### src/rtl/aes_host_pkg.sv
// aes_host_pkg: address map, register bit positions and beat-count helpers for aes_host_if
package aes_host_pkg;
  localparam logic [3:0] ADDR_CONFIG = 4'h1;
  localparam logic [3:0] ADDR_KEY    = 4'h2;
  localparam logic [3:0] ADDR_BLOCK  = 4'h3;
  localparam logic [3:0] ADDR_STATUS = 4'h5;
  localparam logic [3:0] ADDR_START  = 4'h6;
  localparam logic [3:0] ADDR_RESULT = 4'h7;
  localparam int CONFIG_ENCDEC_BIT = 0;
  localparam int CONFIG_KEYLEN_BIT = 1;
  localparam int START_INIT_BIT    = 0;
  localparam int START_NEXT_BIT    = 1;
  localparam int STATUS_READY_BIT  = 0;
  localparam int STATUS_VALID_BIT  = 1;
  localparam int STATUS_KEY_BIT    = 2;
  localparam int STATUS_BLOCK_BIT  = 3;
  localparam int STATUS_ERR_BIT    = 4;
  function automatic int key128_beats(input int w);
    return 128 / w;
  endfunction
  function automatic int key256_beats(input int w);
    return 256 / w;
  endfunction
endpackage

### src/rtl/aes_beat_loader.sv
// aes_beat_loader: MSB-first shift register fed one W-bit beat per enabled cycle, with saturating beat count
module aes_beat_loader #(
  parameter int W          = 16,
  parameter int DEPTH_BITS = 5,
  parameter int MAX_BEATS  = 16
) (
  input  logic                    clk,
  input  logic                    rst_n,
  input  logic                    en,
  input  logic                    first,
  input  logic [W-1:0]            data,
  output logic [W*MAX_BEATS-1:0]  sr,
  output logic [DEPTH_BITS-1:0]   cnt_nxt
);
  localparam int N = W * MAX_BEATS;
  localparam logic [DEPTH_BITS-1:0] MAX = DEPTH_BITS'(MAX_BEATS);
  logic [DEPTH_BITS-1:0] cnt;
  // the entry beat itself counts, so a fresh run starts at 1
  always_comb cnt_nxt = first ? DEPTH_BITS'(1) : (cnt == MAX ? cnt : cnt + 1'b1);
  always_ff @(posedge clk or negedge rst_n)
    if (!rst_n) begin
      sr  <= '0;
      cnt <= '0;
    end else if (en) begin
      sr  <= N'({sr, data});
      cnt <= cnt_nxt;
    end
endmodule

### src/rtl/aes_host_if.sv
// aes_host_if: narrow host register interface that loads key/block beats, starts the AES core and reads back the result
module aes_host_if
  import aes_host_pkg::*;
#(
  parameter int DIN_W  = 16,
  parameter int DOUT_W = 8
) (
  input  logic              clk,
  input  logic              rst_n,
  input  logic [3:0]        address,
  input  logic [DIN_W-1:0]  data_in,
  output logic [DOUT_W-1:0] data_out,
  output logic              core_encdec,
  output logic              core_keylen,
  output logic              core_init,
  output logic              core_next,
  output logic [255:0]      core_key,
  output logic [127:0]      core_block,
  input  logic              core_ready,
  input  logic [127:0]      core_result,
  input  logic              core_result_valid
);
  localparam int K128 = key128_beats(DIN_W);
  localparam int K256 = key256_beats(DIN_W);
  localparam int KD   = $clog2(K256 + 1);
  localparam int BD   = $clog2(K128 + 1);
  localparam int NR   = 128 / DOUT_W;
  localparam int RB   = NR > 1 ? $clog2(NR) : 1;
  logic [3:0]        addr_q;
  logic              key_loaded, block_loaded, init_last, next_last, start_err, result_valid;
  logic [127:0]      res_reg;
  logic [RB-1:0]     r_ptr, r_sel;
  logic [255:0]      key_sr;
  logic [KD-1:0]     k_nxt;
  logic [BD-1:0]     b_nxt;
  logic              key_en, block_en, start_edge, init_go, next_go;
  logic [DOUT_W-1:0] rd;
  always_comb begin
    key_en     = address == ADDR_KEY;
    block_en   = address == ADDR_BLOCK;
    start_edge = address == ADDR_START && addr_q != ADDR_START;
    init_go    = start_edge & data_in[START_INIT_BIT] & core_ready;
    next_go    = start_edge & data_in[START_NEXT_BIT] & core_ready & ~data_in[START_INIT_BIT];
    r_sel      = addr_q != ADDR_RESULT ? '0 : r_ptr;
    rd = address == ADDR_STATUS ? DOUT_W'({start_err, block_loaded, key_loaded, result_valid, core_ready}) :
         address == ADDR_START  ? DOUT_W'({core_keylen, core_encdec, next_last, init_last}) :
         address == ADDR_RESULT ? res_reg[127 - int'(r_sel) * DOUT_W -: DOUT_W] : '0;
    core_key = core_keylen ? key_sr : {key_sr[127:0], 128'h0};
  end
  aes_beat_loader #(.W(DIN_W), .DEPTH_BITS(KD), .MAX_BEATS(K256)) u_key (
    .clk, .rst_n, .en(key_en), .first(key_en && addr_q != ADDR_KEY),
    .data(data_in), .sr(key_sr), .cnt_nxt(k_nxt)
  );
  aes_beat_loader #(.W(DIN_W), .DEPTH_BITS(BD), .MAX_BEATS(K128)) u_block (
    .clk, .rst_n, .en(block_en), .first(block_en && addr_q != ADDR_BLOCK),
    .data(data_in), .sr(core_block), .cnt_nxt(b_nxt)
  );
  always_ff @(posedge clk or negedge rst_n)
    if (!rst_n) begin
      addr_q       <= '0;
      data_out     <= '0;
      core_init    <= 1'b0;
      core_next    <= 1'b0;
      core_encdec  <= 1'b0;
      core_keylen  <= 1'b0;
      key_loaded   <= 1'b0;
      block_loaded <= 1'b0;
      init_last    <= 1'b0;
      next_last    <= 1'b0;
      start_err    <= 1'b0;
      result_valid <= 1'b0;
      res_reg      <= '0;
      r_ptr        <= '0;
    end else begin
      addr_q    <= address;
      data_out  <= rd;
      core_init <= init_go;
      core_next <= next_go;
      if (address == ADDR_CONFIG) begin
        core_encdec <= data_in[CONFIG_ENCDEC_BIT];
        core_keylen <= data_in[CONFIG_KEYLEN_BIT];
      end
      if (address == ADDR_CONFIG && data_in[CONFIG_KEYLEN_BIT] != core_keylen) key_loaded <= 1'b0;
      else if (key_en && int'(k_nxt) == (core_keylen ? K256 : K128)) key_loaded <= 1'b1;
      if (block_en && int'(b_nxt) == K128) block_loaded <= 1'b1;
      if (address == ADDR_START) begin
        init_last <= data_in[START_INIT_BIT];
        next_last <= data_in[START_NEXT_BIT];
      end
      if (start_edge && (data_in[START_INIT_BIT] || data_in[START_NEXT_BIT]) && !core_ready) start_err <= 1'b1;
      else if (address == ADDR_STATUS) start_err <= 1'b0;
      if (core_result_valid) res_reg <= core_result;
      // a start pulse invalidates the old result even if a new one arrives in the same cycle
      if (init_go || next_go) result_valid <= 1'b0;
      else if (core_result_valid) result_valid <= 1'b1;
      if (address == ADDR_RESULT) r_ptr <= r_sel == RB'(NR - 1) ? '0 : r_sel + 1'b1;
    end
endmodule

### config.mk
export PLATFORM = sky130hd
export DESIGN_NAME = aes_host_if
export DESIGN_NICKNAME = d
export VERILOG_FILES = /design/src/rtl/aes_host_pkg.sv /design/src/rtl/aes_beat_loader.sv /design/src/rtl/aes_host_if.sv
export SDC_FILE = /design/constraint.sdc
export NUM_CORES = 1
export LEC_CHECK = 0
export CELL_PAD_IN_SITES_DETAIL_PLACEMENT = 1
export CELL_PAD_IN_SITES_GLOBAL_PLACEMENT = 2
export CORE_MARGIN = 2
export CORE_UTILIZATION = 34
export CTS_BUF_LIST = sky130_fd_sc_hd__clkbuf_4 sky130_fd_sc_hd__clkbuf_8
export DETAILED_ROUTE_END_ITERATION = 8
export HOLD_SLACK_MARGIN = 0.12
export PLACE_DENSITY_LB_ADDON = 0.1
export SLEW_MARGIN = 40
export SYNTH_ARGS = -nofsm -noshare
export SYNTH_HDL_FRONTEND = slang
export SYNTH_SLANG_ARGS = --single-unit
### constraint.sdc
create_clock -name clk -period 3.5 [get_ports clk]
set_input_delay 0.875 -clock clk [delete_from_list [all_inputs] [get_ports clk]]
set_output_delay 0.875 -clock clk [all_outputs]
set_load 0.005 [all_outputs]
==> summary.txt <==
Routing
  • Detailed-routing iteration count for the pre-antenna-repair pass: 4
  • Vias post-DR: 19900
  • Detail Route Antenna Nets: 0
  • Average wire per standard cell: 21.8 um
  • Via/cell ratio: 4.82
  • Initial drt markers: 1011
  • Wire length after detailed routing: 90100 um
  • Post-route DRC violation count: 0

Pwr
  • Total Power: 0.0174 W
  • Ratio of total power to cell area: 522 mW/mm2
  • Worst vdd rail ir drop: 0.000216 V
  • Leakage power: 16.1 nW

Die
  • Starting utilization of the core area: 0.342
  • # rows: 98
  • Die footprint: 0.0740 mm2
  • Number of I/O pins: 548
  • Die X-Extent: 272 um
  • Core Box Area: 0.0714 mm2
  • Height of the die: 272 um

GRT
  • Total routing usage reported by global routing: 0.242
  • Vias in the first global route: 21800
  • Initial antenna violation count: 6
  • Leftover overflow at the end of global routing: 0
  • First-pass GRT wire length: 137000 um
  • Maximum number of pins on one net before global-route repair: 131

Yosys
  • Fraction of the yosys area taken by sequential cells: 0.560
  • Post-synthesis adder-cell area fraction: 0.00256
  • Synthesized area divided by synthesized cell count: 9.58 um2
  • Simple-gate portion of the synthesized area: 0.238
  • Largest family of logic cells by synthesized area: simple AND/OR/NAND/NOR gates
  • Xor/xnor share of the synthesized area: 0.00143
  • Number of distinct standard cells referenced by the synthesized netlist: 65
  • Multiplexer fraction of the synthesized cell area: 0.133
  • Top flip-flop cell by instance count after synthesis: sky130_fd_sc_hd__dfrtp_1
  • Post-synth net total: 2707
  • Cell count after synthesis: 2550
  • Post-synth EDFFs: 0
  • Share of the synthesized area in compound gates (AO/OA/AOI/OAI): 0.0353
  • FFs w/ async S/R, synth: 1.00
  • #FFs+latches synth: 547
  • Summed instance area of the synthesized netlist: 0.0244 mm2
  • Synth warnings: 0

Critical path
  • Termination of the worst setup path: core_key[206]
  • Kind of critical path: reg -> out
  • Depth of the most critical reg-to-reg path: 7
  • Crit path launch type: register
  • Worst-path maximum fanout: 61
  • End of the worst register-to-register path: r_ptr[3]
  • FF-to-FF setup slack: 0.99 ns
  • R2r startpoint: addr_q[3]
  • Endpoint type of the worst setup path: output port
  • Data arrival time of the critical path: 2.49 ns
  • Critical path origin: core_keylen
  • Data required time at the worst endpoint: 2.62 ns

Place
  • Number of buffers inserted by port buffering: 547
  • Placer Congestion: 0.853
  • Detailed-placement wirelength estimate: 64900 um
  • Setup WS pre-CTS: 0.526 ns

STA
  • Slew of the pin with the lowest slew margin: 0.791 ns
  • Period utilization: 0.963
  • Achievable Freq: 297 MHz
  • Final period demand of the worst path: 3.37 ns
  • Setup slack of the critical path after layout: 0.130 ns
  • Clock skew after layout: 0.0268 ns
  • Final hold vios: 0
  • Slew Limit Fails: 0
  • Worst max-slew margin expressed relative to the limit: 0.471
  • Setup-violating endpoint count in the final report: 0
  • Sum Neg Setup Slack: 0 ns
  • RSZ-0062 raised after global routing: false

Clocking
  • Number of cells upsized or downsized after cts: 0
  • Sink Count: 547
  • Clock insertion delay at the later pin of the skew report: 0.69 ns
  • Number of buffers created by CTS: 101
  • Total number of H-tree levels: 3
  • Clock tree from TritonCTS: yes
  • Clock-pin transition on the worst setup and hold timing paths: 0.06 ns
  • Clock root cell: sky130_fd_sc_hd__clkbuf_8
  • Bufs on Longest Clock Path: 3

Finish
  • Number of flip-flops in the largest register: 256
  • Most frequent standard cell in the layout excluding fill and tap cells: sky130_fd_sc_hd__nand2_1
  • Most frequent cells in the layout: sky130_fd_sc_hd__nand2_1 (1192), sky130_fd_sc_hd__dfrtp_1 (545), sky130_fd_sc_hd__clkdlybuf4s50_1 (545), sky130_fd_sc_hd__mux2_2 (272), sky130_fd_sc_hd__and2_1 (133)
  • Total of fill cells in the finished design: 8044
  • Area growth syn-to-layout: 36.2%
  • Final #Nets: 3260
  • Share of final-layout standard cells stronger than drive strength 1: 0.166
  • Area of the multi-input gates: 0.0100 mm2
  • Register cell area after layout: 0.0137 mm2

Hold path
  • Hold Path Class: reg -> reg

Outcome
  • Outcome: finished clean

Run
  • Max-capacitance violation count: 0
==> where the power goes <==
group	internal [W]	switching, W	total (W)
Sequential	0.00696	0.000705	0.00766
Combinational	0.00184	0.00145	0.00329
Clock	0.00367	0.00276	0.00643
==> synth_stat cells, drive strengths merged, types with 4 or more instances <==
master  count  area share
o311ai      5      0.0018
a21oi      32      0.0066
a21boi      4      0.0014
clkbuf     84       0.013
inv        12      0.0018
and3       11      0.0028
nand2    1196        0.18
o211ai      6      0.0018
a211oi     15      0.0046
ha          5      0.0026
mux2      272        0.13
a31oi       9      0.0023
buf        71       0.015
nor2b       7      0.0018
and2      133       0.034
nor3b       4      0.0012
nand3      16      0.0033
o221ai      4      0.0014
mux2i      12      0.0049
nor2       23      0.0035
dfrtp     547        0.56
o21ai      31      0.0063
==> stage by stage <==
stage,hold slack (ns),cells,instance area (um2),utilization
after floorplan,0.428,2550,24400,-
after global placement,0.455,3948,31200,0.437
after detailed placement,0.463,3948,31200,0.437
after CTS,0.477,4126,33300,0.466
after global routing,0.488,4130,33300,0.466
final,0.473,4130,33300,0.466
==> worst min path at each step <==
stage | start | end | slack (ns) | depth (start not counted)
3_5_place_dp | u_key.sr[246] | u_key.sr[246] | 0.46 | 2
3_3_place_gp | u_key.sr[253] | u_key.sr[253] | 0.45 | 2
4_1_cts | u_block.sr[116] | u_block.sr[116] | 0.48 | 2
5_1_grt | u_key.sr[246] | u_key.sr[246] | 0.49 | 2
2_1_floorplan | block_loaded | block_loaded | 0.43 | 1
6_report | u_block.sr[116] | u_block.sr[116] | 0.47 | 2
==> layout make-up <==
class | count | area share
multi-input combinational | 1836 | 0.302
tap | 950 | 0.0357
timing repair buffer | 605 | 0.186
sequential | 547 | 0.412
clock inverter | 15 | 0.00417
antenna | 4 | 0.000301
clock buffer | 161 | 0.0589
inverter | 12 | 0.00135
==> cells by family after synthesis <==
logic type	after synthesis
AOI/OAI and AO/OA	131
muxes	287
adders and majority gates	5
xor gates and xnor gates	4
and+or+nand+nor	1409
buffers and inverters	167
DFF	547
==> routing by layer <==
metal / vias up / routed length [um] / track usage
li1: 9319 / - / -
met1: 10000 / 38800 / 0.309
met2: 463 / 44800 / 0.414
met3: 131 / 3630 / 0.0403
met4: 2 / 2760 / 0.0868
met5: - / 10 / 0
==> repair_timing <==
item	in CTS	in global routing
endpoints found under the setup margin	9	0
endpoints found under the hold margin	13	0
hold buffers	1	0
setup buffers	1	0
==> worst max-delay path, cell delays in order, from the launching register on <==
cell and delay, ns:
sky130_fd_sc_hd__dfrtp_4 0.58, sky130_fd_sc_hd__buf_12 0.30, sky130_fd_sc_hd__mux2_2 0.41, sky130_fd_sc_hd__clkdlybuf4s50_1 0.48
Power figures use the tool's default switching activity.
